### src/rtl/mac_operand_sequencer.sv
// Operand-pair FIFO feeding the MAC, framing the stream into vectors with first/last tags.
// Optional same-cycle bypass of the empty FIFO is enabled with `define MAC_SEQ_BYPASS_EN.
module mac_operand_sequencer #(
    parameter int DEPTH  = 4,
    parameter int WIDTH  = 8,
    parameter int VLEN_W = 4,
    localparam int PTR_W = $clog2(DEPTH),
    localparam int CNT_W = $clog2(DEPTH + 1)
) (
    input  logic              clk,
    input  logic              rst,
    input  logic              flush,
    input  logic              in_valid,
    output logic              in_ready,
    input  logic [WIDTH-1:0]  in_a,
    input  logic [WIDTH-1:0]  in_b,
    input  logic [VLEN_W-1:0] vec_len,
    output logic              out_valid,
    input  logic              out_ready,
    output logic [WIDTH-1:0]  out_a,
    output logic [WIDTH-1:0]  out_b,
    output logic              out_first,
    output logic              out_last,
    output logic              vec_done,
    output logic [CNT_W-1:0]  count
);

    logic [WIDTH-1:0]  mem_a_q [DEPTH];
    logic [WIDTH-1:0]  mem_b_q [DEPTH];
    logic [PTR_W-1:0]  wr_ptr_q, wr_ptr_d;
    logic [PTR_W-1:0]  rd_ptr_q, rd_ptr_d;
    logic [CNT_W-1:0]  count_q, count_d;
    logic [VLEN_W-1:0] idx_q, idx_d;
    logic [VLEN_W-1:0] len_q, len_d;
    logic              vec_done_q, vec_done_d;

    logic              empty, full, bypass;
    logic              push, pop, wr_en, rd_en;
    logic [VLEN_W-1:0] eff_len;

    always_comb begin
        empty = (count_q == '0);
        full  = (count_q == CNT_W'(DEPTH));
`ifdef MAC_SEQ_BYPASS_EN
        bypass = empty && in_valid && !rst;
`else
        bypass = 1'b0;
`endif
        in_ready  = !rst && !full;
        out_valid = !empty || bypass;

        // Storage read data is masked while empty so idle outputs are a clean zero.
        out_a = '0;
        out_b = '0;
        if (!empty) begin
            out_a = mem_a_q[rd_ptr_q];
            out_b = mem_b_q[rd_ptr_q];
        end else if (bypass) begin
            out_a = in_a;
            out_b = in_b;
        end

        push  = in_valid && in_ready;
        pop   = out_valid && out_ready;
        rd_en = pop && !empty;
        wr_en = push && !(bypass && out_ready);

        // A length of 0 wraps to all-ones after the subtraction, i.e. 2^VLEN_W elements.
        eff_len   = (idx_q == '0) ? vec_len : len_q;
        out_first = (idx_q == '0);
        out_last  = (idx_q == eff_len - VLEN_W'(1));
    end

    // NOTE: every next-state signal gets its hold value first, so no path can infer a latch.
    always_comb begin
        wr_ptr_d   = wr_ptr_q;
        rd_ptr_d   = rd_ptr_q;
        count_d    = count_q;
        idx_d      = idx_q;
        len_d      = len_q;
        vec_done_d = 1'b0;

        if (flush) begin
            wr_ptr_d = '0;
            rd_ptr_d = '0;
            count_d  = '0;
            idx_d    = '0;
            len_d    = '0;
        end else begin
            if (wr_en) wr_ptr_d = wr_ptr_q + PTR_W'(1);
            if (rd_en) rd_ptr_d = rd_ptr_q + PTR_W'(1);
            count_d = count_q + CNT_W'(wr_en) - CNT_W'(rd_en);

            if (pop) begin
                if (idx_q == '0) len_d = vec_len;
                if (out_last) begin
                    idx_d      = '0;
                    vec_done_d = 1'b1;
                end else begin
                    idx_d = idx_q + VLEN_W'(1);
                end
            end
        end
    end

    // NOTE: sequential state uses non-blocking assignments so all registers update together.
    always_ff @(posedge clk) begin
        if (rst) begin
            wr_ptr_q   <= '0;
            rd_ptr_q   <= '0;
            count_q    <= '0;
            idx_q      <= '0;
            len_q      <= '0;
            vec_done_q <= 1'b0;
        end else begin
            wr_ptr_q   <= wr_ptr_d;
            rd_ptr_q   <= rd_ptr_d;
            count_q    <= count_d;
            idx_q      <= idx_d;
            len_q      <= len_d;
            vec_done_q <= vec_done_d;
        end
    end

    // NOTE: the storage array is deliberately not reset; count gates every read of it.
    always_ff @(posedge clk) begin
        if (wr_en && !flush) begin
            mem_a_q[wr_ptr_q] <= in_a;
            mem_b_q[wr_ptr_q] <= in_b;
        end
    end

    assign vec_done = vec_done_q;
    assign count    = count_q;

endmodule

### config.mk
export PLATFORM = sky130hd
export DESIGN_NAME = mac_operand_sequencer
export DESIGN_NICKNAME = d
export VERILOG_FILES = /design/src/rtl/mac_operand_sequencer.sv
export SDC_FILE = /design/constraint.sdc
export NUM_CORES = 1
export LEC_CHECK = 0
export CORE_MARGIN = 4
export CORE_UTILIZATION = 35
export CTS_CLUSTER_SIZE = 20
export DETAILED_ROUTE_END_ITERATION = 8
export HOLD_SLACK_MARGIN = 0.06
export PLACE_DENSITY = 0.6
export SLEW_MARGIN = 0
export SYNTH_ARGS = -nofsm -noshare
export SYNTH_HDL_FRONTEND = slang
export SYNTH_SLANG_ARGS = --single-unit
### constraint.sdc
create_clock -name clk -period 2.8 [get_ports clk]
set_input_delay 0.56 -clock clk [delete_from_list [all_inputs] [get_ports clk]]
set_output_delay 0.56 -clock clk [all_outputs]
set_load 0.05 [all_outputs]
==> key figures, run 1 <==
Synth
  • Dominant synthesized flop cell: edfxtp_1
  • Share of the synthesized area in the top cell type: a little over half
  • Post-synth EDFFs: 64
  • Adder-Cell Fraction of Synth Area: 3.79%
  • Synth Area in Simple Gates: 11.1%
  • Synth warnings: 0
  • Synth Area in XOR/XNOR: 2.71%
  • Unique masters post-synth: 41
  • Area contributors post-synth: edfxtp_1 55%, dfxtp_1 10%, mux4_2 10%, and2_1 3.8%, ha_1 3.2%
  • Commonest cells in the netlist: 64 x edfxtp_1, 21 x and2_1, 18 x dfxtp_1
  • Seq cells post-synth: between 80 and 90
  • Area leader, netlist: edfxtp_1
  • Post-Syn Area: 0.00350 mm2
  • Post-synthesis sequential area ratio: about two thirds
  • Post-synthesis mux area share: between 10% and 20%
  • Count leader, synth: edfxtp_1
  • Mapped Cells: 220
  • Syn nets: roughly 260
  • Largest family of logic cells by synthesized area: multiplexers
  • Syn_area_per_cell: 15.9 um2
  • Post-synth ARST share: 0%
  • Synth Area in Compound Gates: 2.93%

Finish
  • Register area: approximately 0.0023 mm2
  • Share of cells above drive strength 1: about 32%
  • FILL cells: 911
  • Final Cell Area: 0.00452 mm2
  • Antenna fix cells: 0
  • Non-filler cells, final: roughly 430
  • Syn-to-layout area delta: 29.1%
  • NumNets Final: 326
  • Finished Core Util: 46.3%
  • Area of the multi-input gates: between 0.001 and 0.0015 mm2

Route
  • Starting DRT DRC Count: 63
  • Initial DRT Pass Iterations: 4
  • Vias per inst: 4.64
  • DRC viols: 0
  • Post-route ant nets: 0
  • Total wire length: ~6700 um
  • Wire per inst: ~16 um
  • Via count: between 1500 and 2000

Power and ir drop
  • Pint: between 1.5 and 2 mW
  • Lkg Pwr: ~1.6 nW
  • Switching power: around 660 uW
  • Seq pwr share: ~54%
  • Sw Share: between 20% and 30%
  • Pwr dens: about 550 mW/mm2
  • Peak VDD IR: around 0.3 mV
  • Comb pwr share: about 15%
  • Overall Power: around 2.5 mW
  • Clock share of power: 31.1%

STA
  • Setup WS post-layout: -0.0842 ns
  • Post-Route Skew: around 0.011 ns
  • Final hold violations: 0
  • Setup TNS: -0.0842 ns
  • Hold WS: 0.469 ns
  • Slew Limit Fails: 0
  • RSZ-0062 raised after global routing: yes
  • Slew Limit Headroom: between 60% and 70%
  • Final min period: roughly 2.9 ns
  • Final Setup Violations: 1
  • Max Fclk: 347 MHz
  • Fin crit share: 103%
  • Least-Margin Pin Slew: between 0.5 and 0.6 ns

Floorplanning
  • Die area: between 0.01 and 0.015 mm2
  • Die Wd: between 100 and 150 um
  • Num ports: slightly below 50
  • Initial Util: 35.8%
  • Site Rows: 36
  • Core ar.: approximately 0.0098 mm2
  • Die height: 108 um

Flow run
  • Max Cap Violations: 0

Clock network
  • CTS clk-pin slew, worst paths: about 0.080 ns
  • H-tree Lvls: 3
  • Sink Count: between 80 and 90
  • Clk_lat worst skew: about 0.36 ns
  • Inserted Clock Buffers: 9
  • CTS Hold Buffers Added: 0
  • CTS tree: yes
  • CTS Buffer Depth: 2
  • CTS root buf: clkbuf_8

Critical path
  • Crit-path cells: inv_4 -> ha_4 -> nor3b_4 -> buf_6 -> mux2i_4 -> ha_4 -> xnor2_4 -> nor4_4 -> buf_12
  • CP bufs+invs: 3
  • Critical path class: flip-flop to output port
  • Max incr delay on CP: 0.36 ns
  • Worst setup EP type: output port
  • R2r worst-path depth: 11
  • Most frequent CP cell: ha_4
  • Required @ worst endpoint: 2.24 ns
  • Critical path startpoint category: flip-flop
  • Crit path DAT: 2.32 ns
  • Slowest CP cell: dfxtp_4
  • CP top delay family: simple AND/OR/NAND/NOR gates
  • CP max FO: 3
  • Levels on crit path: 9

Global routing
  • Grt total ovfl: 0
  • GR Util All Layers: roughly an eighth
  • Initial antenna violation count: 0
  • Largest net degree at the start of global routing: 17
  • Global-route wire length before repair: a little over 10000 um
  • Number of global-route vias before repair: 2054

Placement
  • Port bufs: 48
  • Hpwl dp: around 4400 um
  • Gpl congestion: between 0.8 and 0.9
  • Placed insts: just over 400
  • Pre-CTS setup slack: between 0.02 and 0.025 ns
  • Cell Area, Placed: about 0.0043 mm2

Worst hold path
  • Hold Path Class: flip-flop to flip-flop
  • Hold Path Depth: 2

Outcome
  • Status: finished with violations
  • Failing checks: setup timing
cells by family (layout without fill, tap and decap cells):
logic type | after synthesis | in the layout
flip-flops | 82 | 82
AND/OR/NAND/NOR | 66 | 66
multiplexers | 20 | 20
buffers and inverters | 18 | 94
AO/OA/AOI/OAI | 14 | 14
adder cells (fa/ha/maj) | 10 | 10
XOR/XNOR | 10 | 10
sequential cells by signal (all words and copies together), names as in the netlist, named ones only:
register / cells
count: 3
mem_a_q: 32
vec_done: 1
rd_ptr_q: 2
idx_q: 4
wr_ptr_q: 2
len_q: 4
mem_b_q: 32
worst paths after layout:
check / from / to / slack (ns)
max reg2reg: idx_q[0]$_SDFFE_PP0P_ / vec_done$_SDFF_PP0_ / 0.46
min reg2reg: len_q[3]$_SDFFE_PP0P_ / len_q[3]$_SDFFE_PP0P_ / 0.47
min: len_q[3]$_SDFFE_PP0P_ / len_q[3]$_SDFFE_PP0P_ / 0.47
max: idx_q[0]$_SDFFE_PP0P_ / out_last / -0.08
power groups by stage:
stage	logic, mW	clock network, mW	registers [mW]
2_1_floorplan	0.207	0	1.37
6_report	0.368	0.768	1.33
4_1_cts	0.365	0.800	1.33
3_5_place_dp	0.351	0	1.36
5_1_grt	0.393	0.853	1.33
3_3_place_gp	0.347	0	1.36
layer usage:
| layer | global-route usage, % | part of all wire [%] | vias to the layer above |
|---|---|---|---|
| li1 | - | - | 961 |
| met3 | 4.66 | 5.6 | 8 |
| met1 | 14.9 | 44 | 978 |
| met2 | 19.2 | 48 | 42 |
| met5 | 0 | 0 | - |
| met4 | 4.15 | 1.8 | 0 |
worst reg2reg max path, delay by kind of cell (launching register included):
family,cells,cell delay (ns)
XOR/XNOR,2,0.26
AND/OR/NAND/NOR,3,0.70
multiplexers,1,0.27
flip-flops,1,0.36
buffers and inverters,3,0.37
adder cells (fa/ha/maj),2,0.30
what timing repair did:
item                                    in CTS  in global routing
setup buffers                                4                  1
pin swaps                                    4                  1
resized for setup                            5                  5
endpoints found under the setup margin       1                  1
placed cells by master (no fill, tap or decap), types with 7 or more instances in the layout:
cell type / count
edfxtp_1: 64
buf_4: 40
clkdlybuf4s50_1: 29
and2_1: 21
mux4_2: 16
nor2_1: 14
dfxtp_1: 14
clkbuf_8: 9
nand3_1: 7
ha_1: 7
final cells by class:
type,count,share of cell area [%]
Inverter,7,0.636
Clock buffer,10,2.82
Timing Repair Buffer,71,13.7
Sequential cell,82,50.6
Multi-Input combinational cell,120,27.4
Clock inverter,6,1.13
Tap cell,133,3.68
Note: power is estimated with default switching activity, not from simulation.
==> run 2: changes to the inputs <==
--- a/config.mk
+++ b/config.mk
@@ -5,7 +5,6 @@
 export SDC_FILE = /design/constraint.sdc
 export NUM_CORES = 1
 export LEC_CHECK = 0
-export CORE_MARGIN = 4
 export CORE_UTILIZATION = 35
 export CTS_CLUSTER_SIZE = 20
 export DETAILED_ROUTE_END_ITERATION = 8
==> key figures, run 2 (synthesis gave the netlist of run 1 again) <==
Finish
  • Share of cells above drive strength 1: a little under a third
  • Top flop regs: mem_a_q x32, mem_b_q x32
  • Syn-to-layout area delta: 29.4%
  • Commonest non-fill, non-tap cell in the layout: edfxtp_1
  • Commonest non-fill, non-tap cells in the layout: 64 x edfxtp_1, 41 x buf_4, 29 x clkdlybuf4s50_1, 21 x and2_1, 16 x mux4_2
  • FILL cells: a little under 900
  • Antenna fix cells: 0
  • Register area: 0.00229 mm2
  • NumNets Final: roughly 330
  • Area of the multi-input gates: 0.00123 mm2
  • Finished Core Util: between 40% and 50%
  • Non-filler cells, final: between 400 and 500

Clock network
  • CTS clk-pin slew, worst paths: about 0.08 ns
  • CTS Hold Buffers Added: 0
  • CTS Buffer Depth: 2
  • CTS tree: yes
  • Inserted Clock Buffers: 9
  • Sink Count: 82
  • H-tree Lvls: 3
  • Clk_lat worst skew: about 0.34 ns
  • CTS root buf: clkbuf_8

Route
  • Top sig layer: met4
  • Vias per inst: about 4.6
  • Via count: 1998
  • Starting DRT DRC Count: 68
  • Routed met2 length: approximately 3200 um
  • Initial DRT Pass Iterations: 4
  • Metal-1 WL: about 2800 um
  • Total wire length: between 6000 and 7000 um
  • Wire per inst: approximately 15 um
  • Metal3 WL: 304 um
  • Post-route ant nets: 0
  • DRC viols: 0

Floorplanning
  • Initial Util: between 30% and 40%
  • Site Rows: 36
  • Die area: about 0.010 mm2
  • Core ar.: between 0.009 and 0.01 mm2
  • Die Wd: between 100 and 150 um
  • Die height: approximately 100 um
  • Num ports: between 40 and 50

STA
  • Least-Margin Pin Slew: 0.506 ns
  • Fin crit share: 107%
  • Final Setup Violations: 1
  • Final min period: approximately 3 ns
  • RSZ-0062 raised after global routing: yes
  • Max Fclk: around 330 MHz
  • Slew Limit Fails: 0
  • Slew Limit Headroom: between 60 and 70%
  • Final hold violations: 0
  • Post-Route Skew: between 0.007 and 0.008 ns
  • Setup WS post-layout: -0.201 ns

Global routing
  • Number of global-route vias before repair: approximately 2000
  • Initial antenna violation count: 0
  • GR Util All Layers: 13.4%
  • Grt total ovfl: 0
  • Global-route wire length before repair: around 10000 um
  • Largest net degree at the start of global routing: 18

Placement
  • Pre-CTS setup slack: a little under 0.05 ns
  • Placed insts: a little over 400
  • Gpl congestion: 0.771
  • Hpwl dp: around 4100 um
  • Port bufs: 48

Critical path
  • R2R Path Start: idx_q[0]$_SDFFE_PP0P_
  • Worst setup EP type: output port
  • CP max FO: 3
  • Critical path startpoint category: flip-flop
  • Crit path DAT: 2.44 ns
  • CP startpoint: idx_q[0]$_SDFFE_PP0P_
  • Critical path class: flip-flop to output port
  • Required @ worst endpoint: 2.24 ns
  • R2r worst-path depth: 10

Power and ir drop
  • Overall Power: 2.53 mW
  • Lkg Pwr: between 1.5 and 2 nW
  • Pwr dens: ~560 mW/mm2
  • Peak VDD IR: between 0.2 and 0.25 mV

Outcome
  • Failing checks: setup timing
  • Status: finished with violations

Worst hold path
  • Hold wc startpoint: len_q[3]$_SDFFE_PP0P_
  • Hold Path Depth: 2
  • Hold Path Class: flip-flop to flip-flop

Flow run
  • Max Cap Violations: 0
==> run 2: worst max-delay path, cell delays in order (launching register included) <==
cell and delay [ns]:
dfxtp_4 0.36, inv_4 0.06, ha_4 0.13, nor3b_4 0.32, mux2i_1 0.31, ha_2 0.35
xnor2_4 0.15, nor4_4 0.26, buf_12 0.18
==> run 2: repair_timing <==
| action | CTS | global route |
|---|---|---|
| gates resized for setup | 5 | 2 |
| pin swaps | 4 | 2 |
| buffers inserted | 5 | 1 |
| gates cloned | 0 | 0 |
| setup endpoints to repair | 1 | 1 |
==> run 2: metal layers <==
metal / vias to the layer above / global-route usage [%]
li1: 961 / -
met1: 976 / 15.2
met2: 51 / 23.8
met3: 10 / 4.58
met4: 0 / 3.96
met5: - / 0
==> run 2: power by group <==
part	internal (mW)	switching [mW]	total, mW
Combinational	0.154	0.208	0.361
Clock	0.419	0.413	0.832
Sequential	1.32	0.00828	1.33
Total	1.90	0.629	2.53
==> run 2: cell type report <==
cell class	instances	area share [%]
Sequential cell	82	50.5
Timing Repair Buffer	72	13.9
Clock buffer	11	2.90
Multi-Input combinational cell	120	27.0
Clock inverter	5	1.38
Tap cell	133	3.67
Inverter	7	0.635
==> run 2: through the flow <==
stage / cell area (um2) / hold slack, ns / setup TNS (ns)
2_1_floorplan: 3570 / 0.446 / -0.0984
3_3_place_gp: 4250 / 0.459 / 0
3_5_place_dp: 4250 / 0.469 / 0
4_1_cts: 4510 / 0.480 / -0.203
5_1_grt: 4530 / 0.497 / -0.294
6_report: 4530 / 0.477 / -0.201
==> run 2: final timing paths <==
path	slack [ns]	endpoint
setup / recovery	-0.20	out_last
hold / removal	0.48	len_q[3]$_SDFFE_PP0P_
setup reg to reg	0.32	vec_done$_SDFF_PP0_
hold reg to reg	0.48	len_q[3]$_SDFFE_PP0P_
